`src/rtl/mem_sdp_if.sv`:
```
// mem_sdp_if: request/response bundle for the mem_sdp simple-dual-port RAM.
//   cs       chip select, gates both ports
//   we       write request, with wr_addr / wr_data / wr_be
//   re       read request, with rd_addr
//   rd_data  read data, held between rd_valid pulses
//   rd_valid one-cycle pulse marking rd_data as new
//   busy     power-on clear in progress; requests are ignored
// The master modport is the requester side and the slave modport is the RAM side.
interface mem_sdp_if #(
  parameter int DATA_WIDTH = 8,
  parameter int ADDR_WIDTH = 8
);
  localparam int BE_WIDTH = DATA_WIDTH / 8;

  logic                  cs;
  logic                  we;
  logic [ADDR_WIDTH-1:0] wr_addr;
  logic [DATA_WIDTH-1:0] wr_data;
  logic [BE_WIDTH-1:0]   wr_be;
  logic                  re;
  logic [ADDR_WIDTH-1:0] rd_addr;
  logic [DATA_WIDTH-1:0] rd_data;
  logic                  rd_valid;
  logic                  busy;

  modport master (
    output cs, we, wr_addr, wr_data, wr_be, re, rd_addr,
    input  rd_data, rd_valid, busy
  );

  modport slave (
    input  cs, we, wr_addr, wr_data, wr_be, re, rd_addr,
    output rd_data, rd_valid, busy
  );
endinterface

```
`src/rtl/mem_sdp.sv`:
```
// mem_sdp: parametrised simple-dual-port synchronous RAM.
//   clk  rising-edge clock
//   rst  asynchronous, active-high reset; restarts the zero-fill sequence
//   bus  mem_sdp_if.slave: one write port (byte enables) and one read port
//        (1 or 2 cycle latency), both usable in the same cycle.
// After reset the array is zero-filled one word per cycle (busy=1 for DEPTH
// cycles), during which every request is ignored. Reads of addresses at or
// above DEPTH return zero; writes there are dropped. A same-address read and
// write returns either the old word (COLLISION_MODE=0) or the merged new word
// (COLLISION_MODE=1); the write always lands.
module mem_sdp #(
  parameter int DATA_WIDTH     = 8,
  parameter int ADDR_WIDTH     = 8,
  parameter int DEPTH          = 2**ADDR_WIDTH,
  parameter int RD_LATENCY     = 1,
  parameter int COLLISION_MODE = 0
) (
  input logic       clk,
  input logic       rst,
  mem_sdp_if.slave  bus
);

  localparam int NB    = DATA_WIDTH / 8;
  localparam int IDX_W = (DEPTH > 1) ? $clog2(DEPTH) : 1;

  // One extra bit so the range test is a real comparison even when DEPTH
  // fills the whole address space.
  localparam logic [ADDR_WIDTH:0] DEPTH_EXT = (ADDR_WIDTH + 1)'(DEPTH);
  localparam logic [IDX_W-1:0]    LAST_IDX  = IDX_W'(DEPTH - 1);

  typedef enum logic {
    S_CLEAR,
    S_READY
  } state_t;

  state_t           state_q, state_d;
  logic [IDX_W-1:0] clr_cnt_q, clr_cnt_d;
  logic             clr_en;

  logic [DATA_WIDTH-1:0] mem [DEPTH];

  logic             ready;
  logic             wr_in_range, rd_in_range;
  logic             wr_fire, rd_fire;
  logic [IDX_W-1:0] wr_idx, rd_idx;

  logic [DATA_WIDTH-1:0] old_word;
  logic [DATA_WIDTH-1:0] merged_word;
  logic [DATA_WIDTH-1:0] rd_word;

  logic                  rd_valid_q;
  logic [DATA_WIDTH-1:0] rd_data_q;

  // ---------------------------------------------------------------------------
  // Clear sequencer
  // ---------------------------------------------------------------------------
  // NOTE: sequential state uses non-blocking assignments so every register
  // samples its inputs from before the edge, independent of statement order.
  always_ff @(posedge clk or posedge rst) begin
    if (rst) begin
      state_q   <= S_CLEAR;
      clr_cnt_q <= '0;
    end else begin
      state_q   <= state_d;
      clr_cnt_q <= clr_cnt_d;
    end
  end

  // NOTE: every signal written here gets a default first, so no path through
  // the block leaves a value unassigned and no latch is inferred.
  always_comb begin
    state_d   = state_q;
    clr_cnt_d = clr_cnt_q;
    clr_en    = 1'b0;
    case (state_q)
      S_CLEAR: begin
        clr_en    = 1'b1;
        clr_cnt_d = clr_cnt_q + 1'b1;
        if (clr_cnt_q == LAST_IDX) begin
          state_d   = S_READY;
          clr_cnt_d = '0;
        end
      end
      S_READY: begin
        state_d = S_READY;
      end
    endcase
  end

  assign ready = (state_q == S_READY);

  // ---------------------------------------------------------------------------
  // Request decode
  // ---------------------------------------------------------------------------
  assign wr_in_range = ({1'b0, bus.wr_addr} < DEPTH_EXT);
  assign rd_in_range = ({1'b0, bus.rd_addr} < DEPTH_EXT);

  // Index truncation is only ever used behind the range test, so aliasing of
  // out-of-range addresses onto real rows never reaches the array.
  assign wr_idx = IDX_W'(bus.wr_addr);
  assign rd_idx = IDX_W'(bus.rd_addr);

  assign wr_fire = ready & bus.cs & bus.we & wr_in_range;
  assign rd_fire = ready & bus.cs & bus.re;

  // ---------------------------------------------------------------------------
  // Array
  // ---------------------------------------------------------------------------
  // NOTE: the array has no reset; a reset port would prevent RAM inference.
  // Its contents are defined by the clear sequence instead.
  always_ff @(posedge clk) begin
    if (clr_en) begin
      mem[clr_cnt_q] <= '0;
    end else if (wr_fire) begin
      for (int i = 0; i < NB; i++) begin
        if (bus.wr_be[i]) begin
          mem[wr_idx][8*i +: 8] <= bus.wr_data[8*i +: 8];
        end
      end
    end
  end

  assign old_word = rd_in_range ? mem[rd_idx] : '0;

  // Word as it will look after this cycle's write: used for write-first reads.
  always_comb begin
    merged_word = mem[wr_idx];
    for (int i = 0; i < NB; i++) begin
      if (bus.wr_be[i]) begin
        merged_word[8*i +: 8] = bus.wr_data[8*i +: 8];
      end
    end
  end

  // A collision needs both ports live on the same in-range row; wr_fire
  // already implies the write address is in range.
  always_comb begin
    rd_word = old_word;
    if ((COLLISION_MODE == 1) && wr_fire && (bus.wr_addr == bus.rd_addr)) begin
      rd_word = merged_word;
    end
  end

  // ---------------------------------------------------------------------------
  // Read pipeline
  // ---------------------------------------------------------------------------
  if (RD_LATENCY == 2) begin : g_lat2
    logic                  s1_valid_q;
    logic [DATA_WIDTH-1:0] s1_data_q;

    // Stage 2 drains an accepted read regardless of cs: only rd_fire gates
    // entry into the pipe.
    always_ff @(posedge clk or posedge rst) begin
      if (rst) begin
        s1_valid_q <= 1'b0;
        s1_data_q  <= '0;
        rd_valid_q <= 1'b0;
        rd_data_q  <= '0;
      end else begin
        s1_valid_q <= rd_fire;
        if (rd_fire) begin
          s1_data_q <= rd_word;
        end
        rd_valid_q <= s1_valid_q;
        if (s1_valid_q) begin
          rd_data_q <= s1_data_q;
        end
      end
    end
  end else begin : g_lat1
    always_ff @(posedge clk or posedge rst) begin
      if (rst) begin
        rd_valid_q <= 1'b0;
        rd_data_q  <= '0;
      end else begin
        rd_valid_q <= rd_fire;
        if (rd_fire) begin
          rd_data_q <= rd_word;
        end
      end
    end
  end

  assign bus.rd_data  = rd_data_q;
  assign bus.rd_valid = rd_valid_q;
  assign bus.busy     = ~ready;

endmodule

```
`src/flat_wrapper.sv`:
```
// flat-port wrapper written by rule: the top's interface ports become plain ports
module mem_sdp_flat 
#(
  parameter int DATA_WIDTH     = 8,
  parameter int ADDR_WIDTH     = 8,
  parameter int DEPTH          = 2**ADDR_WIDTH,
  parameter int RD_LATENCY     = 1,
  parameter int COLLISION_MODE = 0
)
  (clk, rst, bus_cs, bus_we, bus_wr_addr, bus_wr_data, bus_wr_be, bus_re, bus_rd_addr, bus_rd_data, bus_rd_valid, bus_busy);
  mem_sdp_if #(.DATA_WIDTH(DATA_WIDTH), .ADDR_WIDTH(ADDR_WIDTH)) bus_i ();
  input logic clk;
  input logic rst;
  input wire logic [$bits(bus_i.cs)-1:0] bus_cs;
  input wire logic [$bits(bus_i.we)-1:0] bus_we;
  input wire logic [$bits(bus_i.wr_addr)-1:0] bus_wr_addr;
  input wire logic [$bits(bus_i.wr_data)-1:0] bus_wr_data;
  input wire logic [$bits(bus_i.wr_be)-1:0] bus_wr_be;
  input wire logic [$bits(bus_i.re)-1:0] bus_re;
  input wire logic [$bits(bus_i.rd_addr)-1:0] bus_rd_addr;
  output wire logic [$bits(bus_i.rd_data)-1:0] bus_rd_data;
  output wire logic [$bits(bus_i.rd_valid)-1:0] bus_rd_valid;
  output wire logic [$bits(bus_i.busy)-1:0] bus_busy;
  assign bus_i.cs = bus_cs;
  assign bus_i.we = bus_we;
  assign bus_i.wr_addr = bus_wr_addr;
  assign bus_i.wr_data = bus_wr_data;
  assign bus_i.wr_be = bus_wr_be;
  assign bus_i.re = bus_re;
  assign bus_i.rd_addr = bus_rd_addr;
  assign bus_rd_data = bus_i.rd_data;
  assign bus_rd_valid = bus_i.rd_valid;
  assign bus_busy = bus_i.busy;
  mem_sdp #(.DATA_WIDTH(DATA_WIDTH), .ADDR_WIDTH(ADDR_WIDTH), .DEPTH(DEPTH), .RD_LATENCY(RD_LATENCY), .COLLISION_MODE(COLLISION_MODE)) u_core (.clk(clk), .rst(rst), .bus(bus_i));
endmodule
```
`config.mk`:
```
export PLATFORM = sky130hd
export DESIGN_NAME = mem_sdp_flat
export DESIGN_NICKNAME = d
export VERILOG_FILES = /design/src/rtl/mem_sdp_if.sv /design/src/rtl/mem_sdp.sv /design/src/flat_wrapper.sv
export SDC_FILE = /design/constraint.sdc
export NUM_CORES = 2
export LEC_CHECK = 0
export ABC_AREA = 1
export CORE_MARGIN = 3
export CORE_UTILIZATION = 55
export DETAILED_ROUTE_END_ITERATION = 16
export PLACE_DENSITY = 0.71
export RECOVER_POWER = 100
export SETUP_SLACK_MARGIN = 0.05
export SLEW_MARGIN = 15
export SYNTH_ARGS = -nofsm -noshare
export SYNTH_HDL_FRONTEND = slang
export SYNTH_SLANG_ARGS = --single-unit
```
`constraint.sdc`:
```
create_clock -name clk -period 14.56 [get_ports clk]
set_input_delay 4.368 -clock clk [delete_from_list [all_inputs] [get_ports clk]]
set_output_delay 4.368 -clock clk [all_outputs]
set_load 0.01 [all_outputs]
```
# Yosys cells after proc, flatten, opt, wreduce, memory -nomap -nowiden
# Memories as Yosys holds them, arrays and structs flattened. A register that Yosys moved wholly into a read port is not among the register bits.
# Cells that the tools add are included.
[totals]
regBits = 10
mem_bits_rw = 2048
in_bits = 30
out_inout_bits = 10
elab_cells = 22
mem_count = 1
[memory_table]
columns = ["memory", "depth", "width", "read_ports", "rd_clocked_by_memory_dff", "wr", "line", "text"]
rows = [
  ["u_core.mem", 256, 8, 1, 1, 1, "mem_sdp.sv:40", "logic [DATA_WIDTH-1:0] mem [DEPTH];"],
]
[classes]
n_addsub = 1
eq_ne = 1
n_mux = 11
n_bitwise = 4
reduce_logical = 1
[ops]
columns = ["op", "n"]
rows = [
  ["$mux 8", 3],
  ["$add 8x1->8 const B", 1],
  ["$eq 8x8->1 const B", 1],
  ["$reduce_or 8->1", 1],
  ["$mux 1", 7],
  ["$and 1x1->1", 3],
  ["$pmux 1 s2", 1],
  ["$not 1->1", 1],
]

# Depth between registers and ports, before layout
[logic_depth]
depth_word = 7
depth_mapped = 15
ltp_nobuf = 12

# Worst setup path before layout
# No wires, ideal clock.
[synth_timing]
path_type = "input port to flip-flop"
startpoint = "in bus_cs"
endpoint = "mem u_core.mem[0][0] (data pin)"
setup_time_ns = 1.401
t_arrival_ns = 10.646
required_time_ns = 13.159
path_slack_ns = 2.512
cell_stages = 5
path_buffers = 1
path_cell_list = "nand2_1 > inv_2 > nand3_4 > buf_6 > nor2_1"
[synth_between]
elab_chain_len = 7
[synth_lines]
columns = ["element", "line", "text"]
rows = [
  ["start, declared", "flat_wrapper.sv:14", "input wire logic [$bits(bus_i.cs)-1:0] bus_cs;"],
  ["$and 1x1->1 (2 in series)", "mem_sdp.sv:103", "assign wr_fire = ready & bus.cs & bus.we & wr_in_range;"],
  ["$mux 1", "mem_sdp.sv:114", "end else if (wr_fire) begin"],
  ["$mux 1", "mem_sdp.sv:112", "if (clr_en) begin"],
  ["$mux 1 (not written as such)", "mem_sdp.sv:117", "mem[wr_idx][8*i +: 8] <= bus.wr_data[8*i +: 8];"],
  ["$reduce_or 8->1 (no line)", "n/a", ""],
  ["$mux 8 (no line)", "n/a", ""],
  ["end, declared", "mem_sdp.sv:40", ""],
]
# No other way between the ends.

==> impl_metrics.ini <==
[global_routing]
grt_pass1_wl_um = 334000
initial_antenna_violation_count = 11
maximum_number_of_pins_on_one_net_before_global_route_repair = 227
grt_pass1_vias = 52700
grt.total_usage = 0.282
global_route.overflow_total = 0

[routing]
routed_len_inst_um = 24.5
dr_vias = 55700
post_drt_via_cell_ratio = 6.11
drc_errors = 0
drt-pass1-iter-count = 7
wl_um = 223000
drt_first_iter_violations = 7917
postRouteAntennaNets = 0

[yosys]
synth.avg_cell_area_um2 = 11.8
synth-main-ff-cell = sky130_fd_sc_hd__edfxtp_1
syn-num-nets = 7128
yosysUniqueCellTypes = 27
synth_top_area_cell = sky130_fd_sc_hd__edfxtp_1
synthArstFlopShare = 0.00871
syn_area_mm2 = 0.0839
netlist.area_leader.share = 0.733
syn-instance-count = 7097
count_of_synthesis_stage_warnings_from_yosys = 0
ys_top_cells_by_area = sky130_fd_sc_hd__edfxtp_1 73%, sky130_fd_sc_hd__nand3_1 12%, sky130_fd_sc_hd__nand2_1 9.4%
synth_seq_area_share = 0.739
ffs_latches_synth = 2066
number_of_enable_flip_flop_cells_after_synthesis = 2048

[sta]
totalNegativeSetupSlack_ns = 0
slew_viol_final = 1081
worst_clock_skew_ns = 0.0516
setup_violations = 0
max_slew.worst_pin.slew_ns = 4.76
max_freq_mhz = 88.5
maxSlewHeadroom = -2.17
final.period_utilization = 0.776
hold_slack_ns = 0.498
grt_setup_unrepaired = false
timing.final.hold_violations = 0
minimum_clock_period_ns = 11.30

[critical_path]
setup.worst_path.end_class = flop
worstPathArrival_ns = 12.07
cp.required_ns = 15.34
worst-path-max-fanout = 216
crit_path_start_kind = input pin
kind_of_critical_path = input pin to flop

[clocking]
cts_hold_buf = 0
total_cts_buffers = 197
h-tree-depth = 4
clock_sinks = 2066
cts_root_buffer = sky130_fd_sc_hd__clkbuf_16
worstSkewPairLatency_ns = 0.85
cts_tree = built
path_clk_slew_ns = 0.06
post_cts_resize_count = 0
clk_path_buf_depth = 3
post_cts.repair.setup_buffers = 0

[floorplan]
rows = 142
floorplan.die.height_um = 396
die_area_mm2 = 0.157
initial_core_util = 0.557
core_area_mm2 = 0.151
die_width_um = 396
ioPinCount = 40

[outcome]
status = complete, but fails checks
violated_checks = max-capacitance violations, max-slew violations

[power_and_ir_drop]
cellLeakagePower_nw = 30.4
ir_drop_v = 0.000115
p_per_area_mw_per_mm2 = 131

[run]
drv_cap = 28

[placement]
gpl.final_weighted_congestion = 0.852
port_buffers = 39
detailed_placement_hpwl_um = 120000
placed_area_mm2 = 0.0855

[cells_and_area]
fillCellCount = 11700
stdcell_area_mm2 = 0.0914
area_delta_synth_final_pct = 9.04
sequential_cell_area_mm2 = 0.0619
multiInputGateArea_mm2 = 0.0195
nNetsFinal = 6962
drive_above_1_share = 0.0486

[min_path]
hold_path.class = flop to flop
[cell usage in the layout, fill, tap and decap left out]
master,n
sky130_fd_sc_hd__nand2_1,2106
sky130_fd_sc_hd__edfxtp_1,2048
sky130_fd_sc_hd__nand3_1,2046
sky130_fd_sc_hd__nor2_1,298
sky130_fd_sc_hd__clkbuf_16,204
sky130_fd_sc_hd__clkbuf_1,73
sky130_fd_sc_hd__clkinv_1,56
sky130_fd_sc_hd__inv_1,52
sky130_fd_sc_hd__buf_4,48
sky130_fd_sc_hd__clkinv_2,29
sky130_fd_sc_hd__clkdlybuf4s50_1,21
sky130_fd_sc_hd__dfrtp_1,18
sky130_fd_sc_hd__dlygate4sd3_1,12
sky130_fd_sc_hd__bufinv_16,11
sky130_fd_sc_hd__buf_12,8
sky130_fd_sc_hd__clkbuf_8,6
sky130_fd_sc_hd__diode_2,5
sky130_fd_sc_hd__o21ai_0,5
sky130_fd_sc_hd__nor3_1,4
sky130_fd_sc_hd__xor2_1,4
sky130_fd_sc_hd__nor2_4,4
sky130_fd_sc_hd__o21ai_2,4
sky130_fd_sc_hd__nand2_2,4
sky130_fd_sc_hd__inv_6,4
sky130_fd_sc_hd__inv_8,3
sky130_fd_sc_hd__a21oi_1,3
sky130_fd_sc_hd__or2_2,3
sky130_fd_sc_hd__clkinv_8,3
sky130_fd_sc_hd__clkinvlp_4,3
sky130_fd_sc_hd__buf_8,3
sky130_fd_sc_hd__or2_0,2
sky130_fd_sc_hd__inv_2,2
sky130_fd_sc_hd__buf_2,2
sky130_fd_sc_hd__inv_4,1
sky130_fd_sc_hd__clkinvlp_2,1
sky130_fd_sc_hd__ha_1,1
sky130_fd_sc_hd__clkinv_16,1
sky130_fd_sc_hd__clkinv_4,1
[power by group]
group / switching, mW / total, mW / internal (mW)
sequential: 0 / 6.43 / 6.43
clock: 2.17 / 4.95 / 2.78
combinational: 0.444 / 0.619 / 0.175
total: 2.61 / 12.0 / 9.39
[sequential cells by signal, summed over array words and instances (netlist names)]
name	flops
u_core.mem	2048
u_core.bus.rd_data	8
u_core.clr_cnt_q	8
u_core.bus.rd_valid	1
u_core.ready	1
[kinds of logic after synthesis]
kind of cell / count (synthesis) / share of synthesized area
flops: 2066 / 0.739
compound gates: 12 / 0.00107
simple gates: 4467 / 0.232
fa+ha+maj: 1 / 0.000149
xor+xnor: 4 / 0.000418
buf+inv: 547 / 0.0280
[layout make-up]
| class | count | area share |
|---|---|---|
| multi-input combinational | 4484 | 0.213 |
| tap | 2016 | 0.0276 |
| timing repair buffer | 119 | 0.0109 |
| clock inverter | 104 | 0.00891 |
| clock buffer | 258 | 0.0587 |
| antenna | 5 | 0.000137 |
| sequential | 2066 | 0.678 |
| inverter | 63 | 0.00289 |
[critical path, stage by stage]
cell,delay (ns)
sky130_fd_sc_hd__buf_8,0.57
sky130_fd_sc_hd__buf_12,0.66
sky130_fd_sc_hd__clkbuf_1,3.28
sky130_fd_sc_hd__buf_4,1.13
sky130_fd_sc_hd__nand2_1,0.14
sky130_fd_sc_hd__nand3_1,0.14
sky130_fd_sc_hd__nand3_1,0.12
sky130_fd_sc_hd__nand3_1,0.17
sky130_fd_sc_hd__nand3_1,0.16
sky130_fd_sc_hd__nand3_1,0.21
sky130_fd_sc_hd__nand3_1,0.12
sky130_fd_sc_hd__nand3_1,0.18
sky130_fd_sc_hd__nand3_1,0.10
sky130_fd_sc_hd__nand2_1,0.07
[per-layer routing]
layer | GRT usage | vias up | share of wire
met5 | 0 | - | 0.00012
met1 | 0.398 | 27100 | 0.39
met4 | 0.105 | 4 | 0.034
met3 | 0.0694 | 476 | 0.12
met2 | 0.428 | 3276 | 0.46
li1 | - | 24800 | -
[path summary, 6_finish.rpt]
kind                                                 start                                 to  slack [ns]  cells after the start
min reg2reg                u_core.clr_cnt_q[2]$_DFFE_PP0N_    u_core.clr_cnt_q[2]$_DFFE_PP0N_        0.50                      2
max in group asynchronous                              rst  u_core.bus.rd_data[5]$_DFFE_PP0P_        9.68                      2
max                                         bus_rd_addr[0]  u_core.bus.rd_data[5]$_DFFE_PP0P_        3.26                     14
min                        u_core.clr_cnt_q[2]$_DFFE_PP0N_    u_core.clr_cnt_q[2]$_DFFE_PP0N_        0.50                      2
min in group asynchronous                              rst  u_core.bus.rd_data[3]$_DFFE_PP0P_        4.24                      2
max reg2reg                         u_core.ready$_DFF_PP0_       u_core.mem[252][1]$_DFFE_PP_        7.28                      6
[Yosys cell counts, types with 5 or more instances]
master / number
sky130_fd_sc_hd__nor2_4: 5
sky130_fd_sc_hd__nand2_1: 2100
sky130_fd_sc_hd__nand3_1: 2044
sky130_fd_sc_hd__buf_6: 5
sky130_fd_sc_hd__edfxtp_1: 2048
sky130_fd_sc_hd__buf_2: 190
sky130_fd_sc_hd__inv_2: 6
sky130_fd_sc_hd__o21ai_2: 8
sky130_fd_sc_hd__dfrtp_1: 18
sky130_fd_sc_hd__nand2_2: 10
sky130_fd_sc_hd__buf_1: 73
sky130_fd_sc_hd__nor2_1: 296
sky130_fd_sc_hd__clkbuf_1: 212
sky130_fd_sc_hd__inv_1: 53
[per-stage QoR]
stage	power, mW	cells	utilization	setup WS, ns
final	12.0	9115	0.607	3.26
after CTS	12.0	9110	0.608	6.24
after global routing	12.3	9110	0.607	2.94
after detailed placement	7.16	8748	0.567	5.34
after global placement	7.15	8748	0.567	5.39
after floorplan	6.97	7097	-	2.51
(Power assumes the default switching activity.)
